## config.mk

```make
export PLATFORM = sky130hd
export DESIGN_NAME = uart_tx_fifo
export DESIGN_NICKNAME = d
export VERILOG_FILES = /design/src/rtl/uart_tx_fifo.sv
export SDC_FILE = /design/constraint.sdc
export NUM_CORES = 1
export LEC_CHECK = 0
export CORE_MARGIN = 2
export CORE_UTILIZATION = 60
export CTS_CLUSTER_SIZE = 12
export DETAILED_ROUTE_END_ITERATION = 6
export PLACE_DENSITY = 0.82
export SYNTH_ARGS = -nofsm -noshare
export SYNTH_HDL_FRONTEND = slang
export SYNTH_SLANG_ARGS = --single-unit
export TNS_END_PERCENT = 20
```

## constraint.sdc

```tcl
create_clock -name i_clk -period 6.5 [get_ports i_clk]
set_input_delay 0.975 -clock i_clk [delete_from_list [all_inputs] [get_ports i_clk]]
set_output_delay 0.975 -clock i_clk [all_outputs]
set_load 0.1 [all_outputs]
```

## src/rtl/uart_tx_fifo.sv

```systemverilog
// ---------------------------------------------------------------------------
// uart_tx_fifo
//
// Byte FIFO that sits in front of a UART transmitter. Bytes are written on the
// write side and handed to the transmitter one at a time. A small read-side
// FSM waits for the transmitter to report busy and then idle before it issues
// the next byte, so no more than one byte is ever in flight.
//
// Parameters:
//   p_DATA_BITS   byte width (must match the transmitter)
//   p_DEPTH_LOG2  log2 of the FIFO depth (>= 1)
//
// Ports:
//   i_clk         single clock, all state on its rising edge
//   i_reset       asynchronous active-high reset
//   iv_wr_data    byte to enqueue
//   i_wr          write strobe, one byte per high cycle
//   o_full        FIFO holds 2^p_DEPTH_LOG2 bytes (combinational)
//   o_empty       FIFO holds no bytes (combinational)
//   o_overflow    one-cycle pulse after a write was dropped because the FIFO was full
//   ov_data       byte presented to the transmitter; holds until the next pop
//   o_data_ready  one-cycle strobe to the transmitter
//   i_tx_busy     busy flag from the transmitter
//   ov_level      occupancy (write pointer minus read pointer); only present
//                 when the macro UART_TX_FIFO_LEVEL_EN is defined
// ---------------------------------------------------------------------------
module uart_tx_fifo #(
    parameter int p_DATA_BITS  = 8,
    parameter int p_DEPTH_LOG2 = 4
) (
    input  logic                   i_clk,
    input  logic                   i_reset,
    input  logic [p_DATA_BITS-1:0] iv_wr_data,
    input  logic                   i_wr,
    output logic                   o_full,
    output logic                   o_empty,
    output logic                   o_overflow,
    output logic [p_DATA_BITS-1:0] ov_data,
    output logic                   o_data_ready,
    input  logic                   i_tx_busy
`ifdef UART_TX_FIFO_LEVEL_EN
    ,
    output logic [p_DEPTH_LOG2:0]  ov_level
`endif
);

    localparam int DEPTH = 1 << p_DEPTH_LOG2;

    // Pointer increment constant, sized to the pointer width.
    localparam logic [p_DEPTH_LOG2:0] PTR_ONE_C = {{p_DEPTH_LOG2{1'b0}}, 1'b1};

    localparam logic [1:0] ST_IDLE      = 2'b00;
    localparam logic [1:0] ST_ISSUE     = 2'b01;
    localparam logic [1:0] ST_WAIT_BUSY = 2'b10;
    localparam logic [1:0] ST_WAIT_DONE = 2'b11;

    logic [p_DATA_BITS-1:0]  mem_r [0:DEPTH-1];
    logic [p_DEPTH_LOG2:0]   wr_ptr_r;
    logic [p_DEPTH_LOG2:0]   rd_ptr_r;
    logic [1:0]              state_r;
    logic [1:0]              state_s;
    logic [p_DATA_BITS-1:0]  data_r;
    logic                    data_ready_r;
    logic                    overflow_r;
    logic                    empty_s;
    logic                    full_s;
    logic                    wr_en_s;
    logic                    wr_drop_s;
    logic                    pop_s;

    // Occupancy flags and the write/pop qualifiers, all derived from the pointers.
    always_comb begin
        empty_s   = (wr_ptr_r == rd_ptr_r);
        // Full: same slot index, but the write pointer is one lap ahead.
        full_s    = (wr_ptr_r[p_DEPTH_LOG2-1:0] == rd_ptr_r[p_DEPTH_LOG2-1:0]) &&
                    (wr_ptr_r[p_DEPTH_LOG2] != rd_ptr_r[p_DEPTH_LOG2]);
        wr_en_s   = i_wr && !full_s;
        // A pop in the same cycle does not rescue a write made while full.
        wr_drop_s = i_wr && full_s;
        pop_s     = (state_r == ST_IDLE) && !empty_s && !i_tx_busy;
    end

    // Read-side FSM next-state logic.
    always_comb begin
        state_s = state_r;
        case (state_r)
            ST_IDLE: begin
                if (pop_s) begin
                    state_s = ST_ISSUE;
                end else begin
                    state_s = ST_IDLE;
                end
            end
            ST_ISSUE: begin
                state_s = ST_WAIT_BUSY;
            end
            ST_WAIT_BUSY: begin
                if (i_tx_busy) begin
                    state_s = ST_WAIT_DONE;
                end else begin
                    state_s = ST_WAIT_BUSY;
                end
            end
            ST_WAIT_DONE: begin
                if (!i_tx_busy) begin
                    state_s = ST_IDLE;
                end else begin
                    state_s = ST_WAIT_DONE;
                end
            end
            default: begin
                state_s = ST_IDLE;
            end
        endcase
    end

    // Pointers, FSM state and registered outputs.
    always_ff @(posedge i_clk or posedge i_reset) begin
        if (i_reset) begin
            wr_ptr_r     <= {(p_DEPTH_LOG2+1){1'b0}};
            rd_ptr_r     <= {(p_DEPTH_LOG2+1){1'b0}};
            state_r      <= ST_IDLE;
            data_r       <= {p_DATA_BITS{1'b0}};
            data_ready_r <= 1'b0;
            overflow_r   <= 1'b0;
        end else begin
            if (wr_en_s) begin
                wr_ptr_r <= wr_ptr_r + PTR_ONE_C;
            end
            if (pop_s) begin
                rd_ptr_r <= rd_ptr_r + PTR_ONE_C;
                data_r   <= mem_r[rd_ptr_r[p_DEPTH_LOG2-1:0]];
            end
            state_r      <= state_s;
            // Registered decode of the next state: high exactly while in ISSUE.
            data_ready_r <= (state_s == ST_ISSUE);
            overflow_r   <= wr_drop_s;
        end
    end

    // Storage array; contents are deliberately not reset.
    always_ff @(posedge i_clk) begin
        if (wr_en_s) begin
            mem_r[wr_ptr_r[p_DEPTH_LOG2-1:0]] <= iv_wr_data;
        end
    end

    assign o_empty      = empty_s;
    assign o_full       = full_s;
    assign o_overflow   = overflow_r;
    assign ov_data      = data_r;
    assign o_data_ready = data_ready_r;

`ifdef UART_TX_FIFO_LEVEL_EN
    // Pointer difference wraps correctly because the pointers carry a lap bit.
    assign ov_level = wr_ptr_r - rd_ptr_r;
`endif

endmodule

```

=== Word level (Yosys, flattened, before mapping) ===
Memory sizes are Yosys's and may differ from the RTL's. A register that Yosys moved wholly into a read port is not among the register bits.
Index checks and enable logic that the tools add are counted.

* Flip-flop bits (word level): 14
* Bits in writable memories: 128
* Output and inout port bits: 12
* Word-level logic and storage cells: 30
* Memories kept: 1

{| class="wikitable"
|+ Memories
! memory !! words !! bits a word !! read ports !! clocked after Yosys merged registers in !! write ports !! RTL line !! text
|-
| mem_r || 16 || 8 || 1 || 1 || 1 || 57 || <nowiki>logic [p_DATA_BITS-1:0] mem_r [0:DEPTH-1];</nowiki>
|}

* Add/subtract/negate cells: 2
* Eq/ne operators: 7
* Mux-type cells: 6
* Reduce and logical (&&, ||, !) cells: 9

{| class="wikitable"
|+ Operator list
! kind !! number
|-
| $add 5x1->5 const B || 2
|-
| $pmux 2 s4 || 1
|-
| $eq 5x5->1 || 1
|-
| $logic_and 1x1->1 || 5
|-
| $eq 2x1->1 const B || 2
|-
| $eq 2x2->1 const B || 2
|-
| $eq 4x4->1 || 1
|-
| $mux 1 || 4
|-
| $logic_not 1->1 || 3
|-
| $logic_not 2->1 || 1
|-
| $mux 2 || 1
|-
| $ne 1x1->1 || 1
|}

=== Longest topological paths before layout ===
* Depth in word-level cells: 7
* Depth in mapped cells: 7
* Mapped depth without buffers: 4

=== Worst setup path after synthesis ===
OpenSTA, ideal clock, no wires.

* Path kind: flip-flop to output port
* Start point: reg rd_ptr_r[1]
* End point: out o_empty
* Data arrival time: 2.327 ns
* Required time: 5.525 ns
* Slack: 3.198 ns
* Cell stages (with the launch flop): 5
* Path buffers: 1
* Path through: dfrtp_1 buf_6 xnor2_1 nand4_1 nor2_1

* Word-level cells in the longest chain between the ends: 1

{| class="wikitable"
|+ Ends and longest elaborated chain
! element !! RTL line !! text
|-
| from (decl) || 59 || <nowiki>logic [p_DEPTH_LOG2:0] rd_ptr_r;</nowiki>
|-
| from (signal assigned) || 121 || <nowiki>rd_ptr_r <= {(p_DEPTH_LOG2+1){1'b0}};</nowiki>
|-
| from (signal assigned) || 131 || <nowiki>rd_ptr_r <= rd_ptr_r + PTR_ONE_C;</nowiki>
|-
| $eq 5x5->1 || 73 || <nowiki>empty_s = (wr_ptr_r == rd_ptr_r);</nowiki>
|-
| to (decl) || 36 || <nowiki>output logic o_empty,</nowiki>
|}

No other way between the ends.

=== Worst setup path in the final report ===
* Start point: reg rd_ptr_r[2]
* End point: out o_full

* Word-level cells in the longest chain between the ends: 2

{| class="wikitable"
|+ Ends and longest elaborated chain
! element !! RTL line !! text
|-
| $eq 4x4->1 || 75 || <nowiki>full_s = (wr_ptr_r[p_DEPTH_LOG2-1:0] == rd_ptr_r[p_DEPTH_LOG2-1:0]) &&</nowiki>
|-
| $logic_and 1x1->1 || 75 ||
|-
| to (decl) || 35 || <nowiki>output logic o_full,</nowiki>
|}

No other way between the ends.

==> out/qor.yml <==
routing:
  drt-initial-drc-count: 270
  drc: 0
  wl_per_cell_um: 23.0
  dr_total_vias: 2978
  via_per_inst: 6.07
  firstDrtPassIters: 4
  ant_nets: 0
  wirelength_mm: 11.3
clock_network:
  clkSinkCount: 150
  cts_tree: "done"
  cts-root-buf: "clkbuf_8"
  htree_levels: 4
  clkLatencyLatePin_ns: 0.53
  clock_path_buffers: 2
  clk_pin_slew_ns: 0.06
  post_cts.repair.setup_buffers: 0
  cts_resized: 0
  cts_buffers: 17
  cts_hold_buffers: 0
power:
  vdd_drop_max_v: 0.000265
  p_int_mw: 2.26
  p_comb_share_pct: 31.3
  powerDensity_nw_per_um2: 489
  power.share.clock_pct: 28.9
  switchingPower_mw: 1.15
  p_leak_nw: 2.42
  pwr-share-seq_pct: 39.9
  p_sw_share_pct: 33.7
yosys:
  synth-edff-count: 128
  synth.area.top_cells: "edfxtp_1 (64%), dfrtp_1 (9.1%), mux4_2 (8.9%), mux2_2 (3.0%), mux2i_1 (2.6%)"
  syn-num-nets: 335
  yosys.area.top_type: "edfxtp_1"
  seq_area_frac_synth_pct: 72.6
  synth_most_common_cell: "edfxtp_1"
  synth_flop_cell: "edfxtp_1"
  yosysWarnings: 0
  synth_commonest_cells: "edfxtp_1 (128), mux4_2 (24), dfrtp_1 (22), mux2_2 (16), mux2i_1 (16)"
  syn_area_um2: 6050
  async_flop_share_pct: 14.7
  avgSynthCellArea_um2: 19.0
  netlist.area_leader.share_pct: 63.5
  synth-seq-cells: 150
  synth.distinct_cells: 34
  postSynthCellCount: 318
setup_path:
  arrival_ns: 3.57
  slowest_stage: "clkdlybuf4s50_1"
  cp_slowest_stage_delay_ns: 1.15
  critPathBufInv: 1
  ff2ff_setup_slack_ns: 3.22
  critical_path.top_delay_family: "buffers and inverters"
  endpoint: "o_full"
  crit_cells: 4
  worstPathMaxFanout: 44
  r2r_end: "mem_r[0][0]"
  cp-startpoint: "rd_ptr_r[2]"
  worst_setup_path_end_kind: "output pin"
  crit_type: "reg2out"
  worst_ep_required_time_ns: 5.52
  path_cells: "xnor2_1, nand4_1, nor2_1, clkdlybuf4s50_1"
  worstRegToRegCells: 4
  regToRegStartpoint: "rd_ptr_r[2]"
  start_kind: "register"
outcome:
  status: "finished, final reports clean"
placed_design:
  gp_congestion: 0.789
  preCtsSetupSlack_ns: 2.51
  port_buffers: 23
  hpwl_mm: 6.69
  dp.cells: 459
timing:
  period_minus_slack_ns: 4.55
  finalHoldViolCount: 0
  tns_ns: 0
  worst_hold_slack_ns: 0.503
  max_slew_margin_pct: 24.6
  worst_slew_pin_slew_ns: 1.13
  final-max-slew-violation-count: 0
  setup_viol: 0
  period_share_pct: 70.0
  rsz0062_at_grt: "no"
  setup_slack_ns: 1.95
  skew_ns: 0.00969
  fmax_ghz: 0.220
cells_and_area:
  area_delta_synth_final_pct: 15.1
  num-fill-cells: 603
  register_area_um2: 4400
  nets: 362
  layout-drive-gt1-share_pct: 20.7
  multi_input_area_um2: 1540
  fin_cells: 491
  fin_util_pct: 71.3
  diodes: 0
global_routing:
  grt_remaining_overflow: 0
  antenna_found_initial: 0
  grt_pass1_wl_mm: 17.7
  grt_max_degree: 45
  grt_pass1_vias: 3114
  grt_use_total_pct: 22.8
floorplan:
  rows: 36
  die_h_um: 104
  die_w_um: 104
  start_util_pct: 61.9
  dieArea_um2: 10900
  core_area_um2: 9770
  ioPinCount: 24
worst_hold_path:
  hold_path.class: "reg2reg"
flow_run:
  maxCapViolCount: 0
[per-layer routing]
layer / vias to the layer above / part of all wire [%] / GRT usage, %
li1: 1325 / - / -
met1: 1522 / 41 / 29.8
met2: 120 / 50 / 36.9
met3: 11 / 7.6 / 7.39
met4: 0 / 1.0 / 7.24
met5: - / 0 / 0
[state kept, by name, indices dropped and copies added (netlist names)]
register	flops
mem_r	128
o_data_ready	1
o_overflow	1
ov_data	8
rd_ptr_r	5
state_r	2
wr_ptr_r	5
[per-stage QoR]
step                instance area [um^2]  power (mW)
floorplan                           6050        2.17
global placement                    6370        2.40
detailed placement                  6370        2.42
CTS                                 6970        3.42
global route                        6970        3.54
finish                              6970        3.41
[how the worst min path moves through the flow]
stage,start,endpoint,slack (ns),cells past startpoint
after floorplan,state_r[1],state_r[0],0.49,2
after global placement,ov_data[3],ov_data[3],0.49,1
after detailed placement,ov_data[3],ov_data[3],0.49,1
after CTS,ov_data[3],ov_data[3],0.51,1
after global routing,ov_data[4],ov_data[4],0.52,1
final,ov_data[4],ov_data[4],0.50,1
[area by class of cell]
type	instances	area share [%]
Sequential cell	150	63.1
Multi-Input combinational cell	145	22.1
Clock buffer	18	6.00
Timing Repair Buffer	25	3.52
Clock inverter	14	2.64
Tap cell	133	2.39
Inverter	6	0.323
[layout by cell type (no fill, tap or decap), types with 4 or more instances in the layout]
cell type and count:
mux2_2 16, nand2b_1 8, a22o_1 8, clkbuf_16 16, and3_1 14, mux2i_1 16
ha_1 5, nor2_1 7, edfxtp_1 128, bufinv_16 4, nor2b_1 5, mux4_2 24
o211ai_1 4, a221oi_1 8, xnor2_1 12, dfrtp_1 21, inv_1 5, clkdlybuf4s50_1 23
[cells by family (layout without fill, tap and decap cells)]
group                      Yosys count  in the layout  share of synthesized area [%]
and+or+nand+nor                     44             44                           4.09
DFF                                150            150                           72.6
xor gates and xnor gates            14             14                           2.03
muxes                               58             58                           14.9
adders and majority gates            5              5                           1.03
AOI/OAI and AO/OA                   24             24                           3.31
buffers and inverters               23             63                           2.01
[power by group through the flow]
stage / sequential, mW / combinational [mW] / clock (mW)
2_1_floorplan: 1.46 / 0.711 / 0
3_3_place_gp: 1.36 / 1.04 / 0
3_5_place_dp: 1.37 / 1.05 / 0
4_1_cts: 1.36 / 1.07 / 0.992
5_1_grt: 1.38 / 1.12 / 1.03
6_report: 1.36 / 1.07 / 0.983
Power figures use the tool's default switching activity.
